<file path="src/rtl/reg_access_arbiter_pkg.sv">
// Shared constants and types for the register access arbiter.
// Covers the FunSel code set and the FSM state encoding.
package reg_ctrl_pkg;

  localparam int FUNSEL_W = 3;

  localparam logic [2:0] FS_DEC     = 3'b000;
  localparam logic [2:0] FS_INC     = 3'b001;
  localparam logic [2:0] FS_LOAD    = 3'b010;
  localparam logic [2:0] FS_CLR     = 3'b011;
  localparam logic [2:0] FS_WLO_CLR = 3'b100;
  localparam logic [2:0] FS_WLO     = 3'b101;
  localparam logic [2:0] FS_WHI     = 3'b110;
  localparam logic [2:0] FS_SEXT    = 3'b111;

  typedef enum logic [1:0] {
    S_IDLE    = 2'd0,
    S_ISSUE   = 2'd1,
    S_CAPTURE = 2'd2
  } state_e;

  function automatic logic state_busy(input state_e s);
    return (s == S_ISSUE) || (s == S_CAPTURE);
  endfunction

endpackage

</file>
<file path="src/rtl/reg_access_arbiter_if.sv">
// Requester-side and register-side signals of the arbiter bundled together.
// slave = arbiter view, master = view of whatever drives the requests and the register Q.
interface reg_access_arbiter_if
  import reg_ctrl_pkg::*;
#(
  parameter int NUM_REQ = 4,
  parameter int WIDTH   = 16,
  parameter int ID_W    = 2
);

  logic [NUM_REQ-1:0]          req;
  logic [FUNSEL_W*NUM_REQ-1:0] req_fun_sel;
  logic [WIDTH*NUM_REQ-1:0]    req_data;
  logic [NUM_REQ-1:0]          grant;
  logic                        reg_e;
  logic [FUNSEL_W-1:0]         reg_fun_sel;
  logic [WIDTH-1:0]            reg_i;
  logic [WIDTH-1:0]            reg_q;
  logic                        rsp_valid;
  logic [ID_W-1:0]             rsp_id;
  logic [WIDTH-1:0]            rsp_data;
  logic                        busy;

  modport slave (
    input  req, req_fun_sel, req_data, reg_q,
    output grant, reg_e, reg_fun_sel, reg_i, rsp_valid, rsp_id, rsp_data, busy
  );

  modport master (
    output req, req_fun_sel, req_data, reg_q,
    input  grant, reg_e, reg_fun_sel, reg_i, rsp_valid, rsp_id, rsp_data, busy
  );

endinterface

</file>
<file path="src/rtl/reg_access_arbiter_rr.sv">
// Round-robin winner select with a registered last-winner pointer.
// Search starts one past the pointer, so the last winner has lowest priority.
module rr_arbiter #(
  parameter int NUM_REQ = 4,
  parameter int ID_W    = 2
) (
  input  logic               clk,
  input  logic               rst_n,
  input  logic [NUM_REQ-1:0] req,
  input  logic               ptr_en,
  output logic [NUM_REQ-1:0] gnt_onehot,
  output logic [ID_W-1:0]    gnt_idx,
  output logic               gnt_any
);

  logic [ID_W-1:0] ptr_q;
  logic [ID_W-1:0] ptr_d;
  logic [ID_W-1:0] cand_s;

  // First active request found walking upward from pointer+1, wrapping at NUM_REQ.
  always_comb begin
    gnt_idx = '0;
    gnt_any = 1'b0;
    cand_s  = '0;
    for (int i = 1; i <= NUM_REQ; i++) begin
      cand_s = ID_W'((int'(ptr_q) + i) % NUM_REQ);
      if (!gnt_any && req[cand_s]) begin
        gnt_any = 1'b1;
        gnt_idx = cand_s;
      end else begin
        gnt_any = gnt_any;
      end
    end
    if (gnt_any) begin
      gnt_onehot = NUM_REQ'(1) << gnt_idx;
    end else begin
      gnt_onehot = '0;
    end
  end

  // Pointer follows the winner whenever the owner consumes the arbitration.
  always_comb begin
    if (ptr_en && gnt_any) begin
      ptr_d = gnt_idx;
    end else begin
      ptr_d = ptr_q;
    end
  end

  // Pointer register; reset value makes requester 0 the first winner.
  always_ff @(posedge clk) begin
    if (!rst_n) begin
      ptr_q <= ID_W'(NUM_REQ - 1);
    end else begin
      ptr_q <= ptr_d;
    end
  end

endmodule

</file>
<file path="src/rtl/reg_access_arbiter.sv">
// Shares one FunSel-controlled register among NUM_REQ requesters.
// Each op is a single-cycle E pulse; the resulting Q is returned to the winner next cycle.
module reg_access_arbiter
  import reg_ctrl_pkg::*;
#(
  parameter int NUM_REQ = 4,
  parameter int WIDTH   = 16,
  parameter int ID_W    = 2
) (
  input  logic                  Clock,
  input  logic                  Reset,
  reg_access_arbiter_if.slave   bus
);

  state_e               state_q;
  state_e               state_d;
  logic [NUM_REQ-1:0]   grant_q;
  logic [NUM_REQ-1:0]   grant_d;
  logic                 reg_e_q;
  logic                 reg_e_d;
  logic [FUNSEL_W-1:0]  reg_fun_sel_q;
  logic [FUNSEL_W-1:0]  reg_fun_sel_d;
  logic [WIDTH-1:0]     reg_i_q;
  logic [WIDTH-1:0]     reg_i_d;
  logic                 rsp_valid_q;
  logic                 rsp_valid_d;
  logic [ID_W-1:0]      rsp_id_q;
  logic [ID_W-1:0]      rsp_id_d;
  logic [WIDTH-1:0]     rsp_hold_q;
  logic [WIDTH-1:0]     rsp_hold_d;
  logic [ID_W-1:0]      win_id_q;
  logic [ID_W-1:0]      win_id_d;
  logic                 busy_q;
  logic                 busy_d;

  logic                 arb_en_s;
  logic [NUM_REQ-1:0]   arb_onehot_s;
  logic [ID_W-1:0]      arb_idx_s;
  logic                 arb_any_s;
  logic [FUNSEL_W-1:0]  sel_fun_sel_s;
  logic [WIDTH-1:0]     sel_data_s;

  rr_arbiter #(
    .NUM_REQ (NUM_REQ),
    .ID_W    (ID_W)
  ) u_rr_arbiter (
    .clk        (Clock),
    .rst_n      (Reset),
    .req        (bus.req),
    .ptr_en     (arb_en_s),
    .gnt_onehot (arb_onehot_s),
    .gnt_idx    (arb_idx_s),
    .gnt_any    (arb_any_s)
  );

  // Operand slices of the current arbitration winner.
  always_comb begin
    sel_fun_sel_s = bus.req_fun_sel[FUNSEL_W*arb_idx_s +: FUNSEL_W];
    sel_data_s    = bus.req_data[WIDTH*arb_idx_s +: WIDTH];
  end

  // Next-state and next-output logic; issuing an op latches the winner's operands.
  always_comb begin
    state_d       = state_q;
    grant_d       = '0;
    reg_e_d       = 1'b0;
    reg_fun_sel_d = reg_fun_sel_q;
    reg_i_d       = reg_i_q;
    rsp_valid_d   = 1'b0;
    rsp_id_d      = rsp_id_q;
    rsp_hold_d    = rsp_hold_q;
    win_id_d      = win_id_q;
    arb_en_s      = 1'b0;

    case (state_q)
      S_IDLE: begin
        if (arb_any_s) begin
          arb_en_s      = 1'b1;
          grant_d       = arb_onehot_s;
          reg_e_d       = 1'b1;
          reg_fun_sel_d = sel_fun_sel_s;
          reg_i_d       = sel_data_s;
          win_id_d      = arb_idx_s;
          state_d       = S_ISSUE;
        end else begin
          state_d = S_IDLE;
        end
      end
      S_ISSUE: begin
        rsp_valid_d = 1'b1;
        rsp_id_d    = win_id_q;
        state_d     = S_CAPTURE;
      end
      S_CAPTURE: begin
        rsp_hold_d = bus.reg_q;
        if (arb_any_s) begin
          arb_en_s      = 1'b1;
          grant_d       = arb_onehot_s;
          reg_e_d       = 1'b1;
          reg_fun_sel_d = sel_fun_sel_s;
          reg_i_d       = sel_data_s;
          win_id_d      = arb_idx_s;
          state_d       = S_ISSUE;
        end else begin
          state_d = S_IDLE;
        end
      end
      default: begin
        state_d = S_IDLE;
      end
    endcase

    busy_d = state_busy(state_d);
  end

  // State and output registers; reset also drops any in-flight response.
  always_ff @(posedge Clock) begin
    if (!Reset) begin
      state_q       <= S_IDLE;
      grant_q       <= '0;
      reg_e_q       <= 1'b0;
      reg_fun_sel_q <= '0;
      reg_i_q       <= '0;
      rsp_valid_q   <= 1'b0;
      rsp_id_q      <= '0;
      rsp_hold_q    <= '0;
      win_id_q      <= '0;
      busy_q        <= 1'b0;
    end else begin
      state_q       <= state_d;
      grant_q       <= grant_d;
      reg_e_q       <= reg_e_d;
      reg_fun_sel_q <= reg_fun_sel_d;
      reg_i_q       <= reg_i_d;
      rsp_valid_q   <= rsp_valid_d;
      rsp_id_q      <= rsp_id_d;
      rsp_hold_q    <= rsp_hold_d;
      win_id_q      <= win_id_d;
      busy_q        <= busy_d;
    end
  end

  // Q only reflects the op during CAPTURE, so the live value is forwarded then and held after.
  assign bus.rsp_data    = rsp_valid_q ? bus.reg_q : rsp_hold_q;
  assign bus.grant       = grant_q;
  assign bus.reg_e       = reg_e_q;
  assign bus.reg_fun_sel = reg_fun_sel_q;
  assign bus.reg_i       = reg_i_q;
  assign bus.rsp_valid   = rsp_valid_q;
  assign bus.rsp_id      = rsp_id_q;
  assign bus.busy        = busy_q;

endmodule

</file>
<file path="src/flat_wrapper.sv">
// flat-port wrapper written by rule: the top's interface ports become plain ports
module reg_access_arbiter_flat import reg_ctrl_pkg::*;
#(
  parameter int NUM_REQ = 4,
  parameter int WIDTH   = 16,
  parameter int ID_W    = 2
)
  (Clock, Reset, bus_req, bus_req_fun_sel, bus_req_data, bus_reg_q, bus_grant, bus_reg_e, bus_reg_fun_sel, bus_reg_i, bus_rsp_valid, bus_rsp_id, bus_rsp_data, bus_busy);
  reg_access_arbiter_if #(.NUM_REQ(NUM_REQ), .WIDTH(WIDTH), .ID_W(ID_W)) bus_i ();
  input  logic Clock;
  input  logic Reset;
  input wire logic [$bits(bus_i.req)-1:0] bus_req;
  input wire logic [$bits(bus_i.req_fun_sel)-1:0] bus_req_fun_sel;
  input wire logic [$bits(bus_i.req_data)-1:0] bus_req_data;
  input wire logic [$bits(bus_i.reg_q)-1:0] bus_reg_q;
  output wire logic [$bits(bus_i.grant)-1:0] bus_grant;
  output wire logic [$bits(bus_i.reg_e)-1:0] bus_reg_e;
  output wire logic [$bits(bus_i.reg_fun_sel)-1:0] bus_reg_fun_sel;
  output wire logic [$bits(bus_i.reg_i)-1:0] bus_reg_i;
  output wire logic [$bits(bus_i.rsp_valid)-1:0] bus_rsp_valid;
  output wire logic [$bits(bus_i.rsp_id)-1:0] bus_rsp_id;
  output wire logic [$bits(bus_i.rsp_data)-1:0] bus_rsp_data;
  output wire logic [$bits(bus_i.busy)-1:0] bus_busy;
  assign bus_i.req = bus_req;
  assign bus_i.req_fun_sel = bus_req_fun_sel;
  assign bus_i.req_data = bus_req_data;
  assign bus_i.reg_q = bus_reg_q;
  assign bus_grant = bus_i.grant;
  assign bus_reg_e = bus_i.reg_e;
  assign bus_reg_fun_sel = bus_i.reg_fun_sel;
  assign bus_reg_i = bus_i.reg_i;
  assign bus_rsp_valid = bus_i.rsp_valid;
  assign bus_rsp_id = bus_i.rsp_id;
  assign bus_rsp_data = bus_i.rsp_data;
  assign bus_busy = bus_i.busy;
  reg_access_arbiter #(.NUM_REQ(NUM_REQ), .WIDTH(WIDTH), .ID_W(ID_W)) u_core (.Clock(Clock), .Reset(Reset), .bus(bus_i));
endmodule
</file>
<file path="config.mk">
export PLATFORM = sky130hd
export DESIGN_NAME = reg_access_arbiter_flat
export DESIGN_NICKNAME = d
export VERILOG_FILES = /design/src/rtl/reg_access_arbiter_pkg.sv /design/src/rtl/reg_access_arbiter_if.sv /design/src/rtl/reg_access_arbiter_rr.sv /design/src/rtl/reg_access_arbiter.sv /design/src/flat_wrapper.sv
export SDC_FILE = /design/constraint.sdc
export NUM_CORES = 1
export LEC_CHECK = 0
export CAP_MARGIN = 20
export CORE_MARGIN = 10
export CORE_UTILIZATION = 43
export DETAILED_ROUTE_END_ITERATION = 8
export GPL_TIMING_DRIVEN = 1
export PLACE_DENSITY = 0.95
export SYNTH_ARGS = -nofsm -noshare
export SYNTH_HDL_FRONTEND = slang
export SYNTH_SLANG_ARGS = --single-unit
</file>
<file path="constraint.sdc">
create_clock -name Clock -period 3.8 [get_ports Clock]
set_input_delay 0.38 -clock Clock [delete_from_list [all_inputs] [get_ports Clock]]
set_output_delay 0.38 -clock Clock [all_outputs]
set_load 0.01 [all_outputs]
</file>
==> run_results.csv <==
group,metric,value,unit
power,power.density,333,nW/um^2
clocking,hold_buffers,0,
floorplan,fp-row-count,28,
clocking,clk_pin_slew,0.10,ns
critical_path,cp-end-kind,"output pin",
power,switching_share,0.292,
timing,slew_headroom,0.256,
power,power_frac_clock,0.222,
route,dr.first_iter.drc_count,53,
critical_path,cp_slowest_cell,"dfxtp_1",
yosys,ys_types,34,
job,maxCapViolCount,0,
timing,finalCriticalPeriod,2.47,ns
power,leakage,1.56,nW
critical_path,timing.rr.start,"u_core.bus.rsp_valid",
placed_design,gp_congestion,0.786,
yosys,synthCells,283,
power,seq_power_share,0.437,
yosys,synth_ff_type,"dfxtp_1",
grt,grt_use_total,0.163,
grt,grt_pass1_vias,2569,
timing,final_hold_viol_count,0,
critical_path,path_max_fanout,20,
clocking,clock_latency,0.30,ns
route,route.vias.total,2511,
critical_path,critPathMaxStageDelay,0.87,ns
placed_design,portBuffers,141,
floorplan,die_area,9700,um^2
critical_path,crit_path_start,"u_core.bus.rsp_valid",
power,switchingPower,399,uW
critical_path,crit_chain,"mux2_2 -> clkdlybuf4s50_1",
yosys,syn_area,2650,um^2
cells_and_area,drive_above_1_share,0.0971,
critical_path,arrival,2.09,ns
timing,finalSetupTns,0,ns
yosys,ys_seq_elements,49,
power,ir_drop,231,uV
timing,worstMarginPinSlew,1.11,ns
route,drc,0,
critical_path,ff2ff_path_depth,3,
route,antenna_left,0,
placed_design,dp_hpwl,6590,um
timing,finClkSkew,0.0103,ns
worst_hold_path,hp-class,"reg -> reg",
clocking,cts_made_buffers,5,
floorplan,die_x,98.5,um
route,wl_per_cell,17.3,um
timing,finalCritPeriodShare,0.651,
route,via_per_inst,5.16,
critical_path,required,3.42,ns
grt,antenna_found_initial,0,
yosys,ys_seq_area_frac,0.370,
floorplan,initial_core_util,0.445,
clocking,cts_setup_buffers,0,
grt,grt_first_pass_wirelength,13100,um
clocking,clk_path_buf_depth,2,
floorplan,core_area,5960,um^2
yosys,synthArstFlopShare,0,
timing,whs,0.459,ns
cells_and_area,post-route-util,0.689,
clocking,cts_resized,0,
critical_path,worst_r2r_endpoint,"u_core.rsp_hold_q[2]",
route,drtPass1Iterations,5,
yosys,synth_area_per_cell,9.36,um^2
cells_and_area,syn2layout_area_growth,54.9,%
timing,slew_violations,0,
cells_and_area,diodes,0,
grt,grt_remaining_overflow,0,
yosys,synth-edff-count,0,
power,combPwrFrac,0.342,
floorplan,ios,142,
cells_and_area,post-route-cell-area,4100,um^2
clocking,cts_root_buf,"clkbuf_8",
route,drt_wl_total,8440,um
power,p_int,967,uW
power,finalPower,1.37,mW
critical_path,crit_path_end,"bus_rsp_data[14]",
critical_path,path_class,"reg -> out",
clocking,cts_tree,"done",
floorplan,dieHeight,98.5,um
yosys,synth_nets,381,
critical_path,regToRegSetupSlack,1.55,ns
placed_design,placed_area,4020,um^2
run_status,status,"completed",
cells_and_area,final_common_cell,"clkdlybuf4s50_1",
cells_and_area,mostFrequentLayoutCells,"141 x clkdlybuf4s50_1, 56 x nand2_1, 49 x dfxtp_1",
cells_and_area,fin_nets,510,
yosys,yosys_warnings,0,
critical_path,critPathLaunchType,"flop",
timing,max_freq,404,MHz
clocking,htree_num_levels,2,
timing,rsz0062_at_grt,"false",
grt,grt_max_degree,43,
timing,finalSetupViolCount,0,
clocking,cts.sinks,49,
## worst min-delay path by stage
stage | endpoint | from | slack (ns) | cells after the start
finish | u_core.rsp_hold_q[15] | u_core.rsp_hold_q[15] | 0.46 | 2
global route | u_core.rsp_hold_q[7] | u_core.rsp_hold_q[7] | 0.49 | 2
CTS | u_core.rsp_hold_q[15] | u_core.rsp_hold_q[15] | 0.46 | 2
detailed placement | u_core.rsp_hold_q[15] | u_core.rsp_hold_q[15] | 0.45 | 2
global placement | u_core.rsp_hold_q[10] | u_core.rsp_hold_q[10] | 0.44 | 2
floorplan | u_core.win_id_q[1] | u_core.win_id_q[1] | 0.42 | 2
## metrics by stage
step	std cells	worst slack, ns
after floorplan	283	2.11
after global placement	480	1.32
after detailed placement	480	1.22
after CTS	487	1.31
after global routing	487	1.24
final	487	1.33
## state kept, by name (all words and copies together), names as in the netlist
register,flops
u_core.bus.reg_i,16
u_core.rsp_hold_q,16
u_core.bus.grant,4
u_core.bus.reg_fun_sel,3
u_core.bus.rsp_id,2
u_core.u_rr_arbiter.ptr_q,2
u_core.win_id_q,2
u_core.bus.busy,1
u_core.bus.reg_e,1
u_core.bus.rsp_valid,1
u_core.state_q,1
## critical path, delay by kind of cell, from the launching register on
family                 cells  cell delay (ns)
buffers and inverters      1             0.50
DFF                        1             0.87
muxes                      1             0.42
## synth_stat cells, drive strengths merged (6+ instances only)
master / number / area (um^2)
nand2: 57 / 221
o221ai: 13 / 170
clkbuf: 10 / 37.5
a21boi: 17 / 128
o211ai: 6 / 45.0
mux2i: 41 / 410
buf: 14 / 146
a21oi: 13 / 65.1
mux2: 16 / 180
nand3: 13 / 65.1
dfxtp: 49 / 981
nor2: 7 / 26.3
nor2b: 7 / 43.8
## metal layers
layer	track usage	share of wire	wire length, um
met5	0	0	0
met4	0.0408	0.012	99
met3	0.0587	0.075	630
met2	0.300	0.52	4390
met1	0.171	0.39	3320
## cells by family (layout without fill, tap and decap cells)
logic type             after synthesis  after routing  synth area share
AOI/OAI and AO/OA                   58             58             0.177
buffers and inverters               26            155            0.0723
DFF                                 49             49             0.370
muxes                               57             57             0.223
and+or+nand+nor                     93             93             0.157
## power by group through the flow
stage                     Sequential [mW]  Clock [mW]  Combinational, mW
after floorplan                     0.617           0              0.240
after global placement              0.606           0              0.461
after detailed placement            0.607           0              0.472
after CTS                           0.596       0.313              0.473
after global routing                0.604       0.331              0.500
final                               0.596       0.303              0.466
## area by class of cell
type | instances | area, um^2
Sequential cell | 49 | 981
Clock inverter | 2 | 16.3
Fill cell | 484 | 1850
Timing Repair Buffer | 146 | 1450
Inverter | 2 | 7.51
Tap cell | 75 | 93.8
Clock buffer | 5 | 68.8
Multi-Input combinational cell | 208 | 1490
No activity file was read; power rests on OpenSTA's default activity.
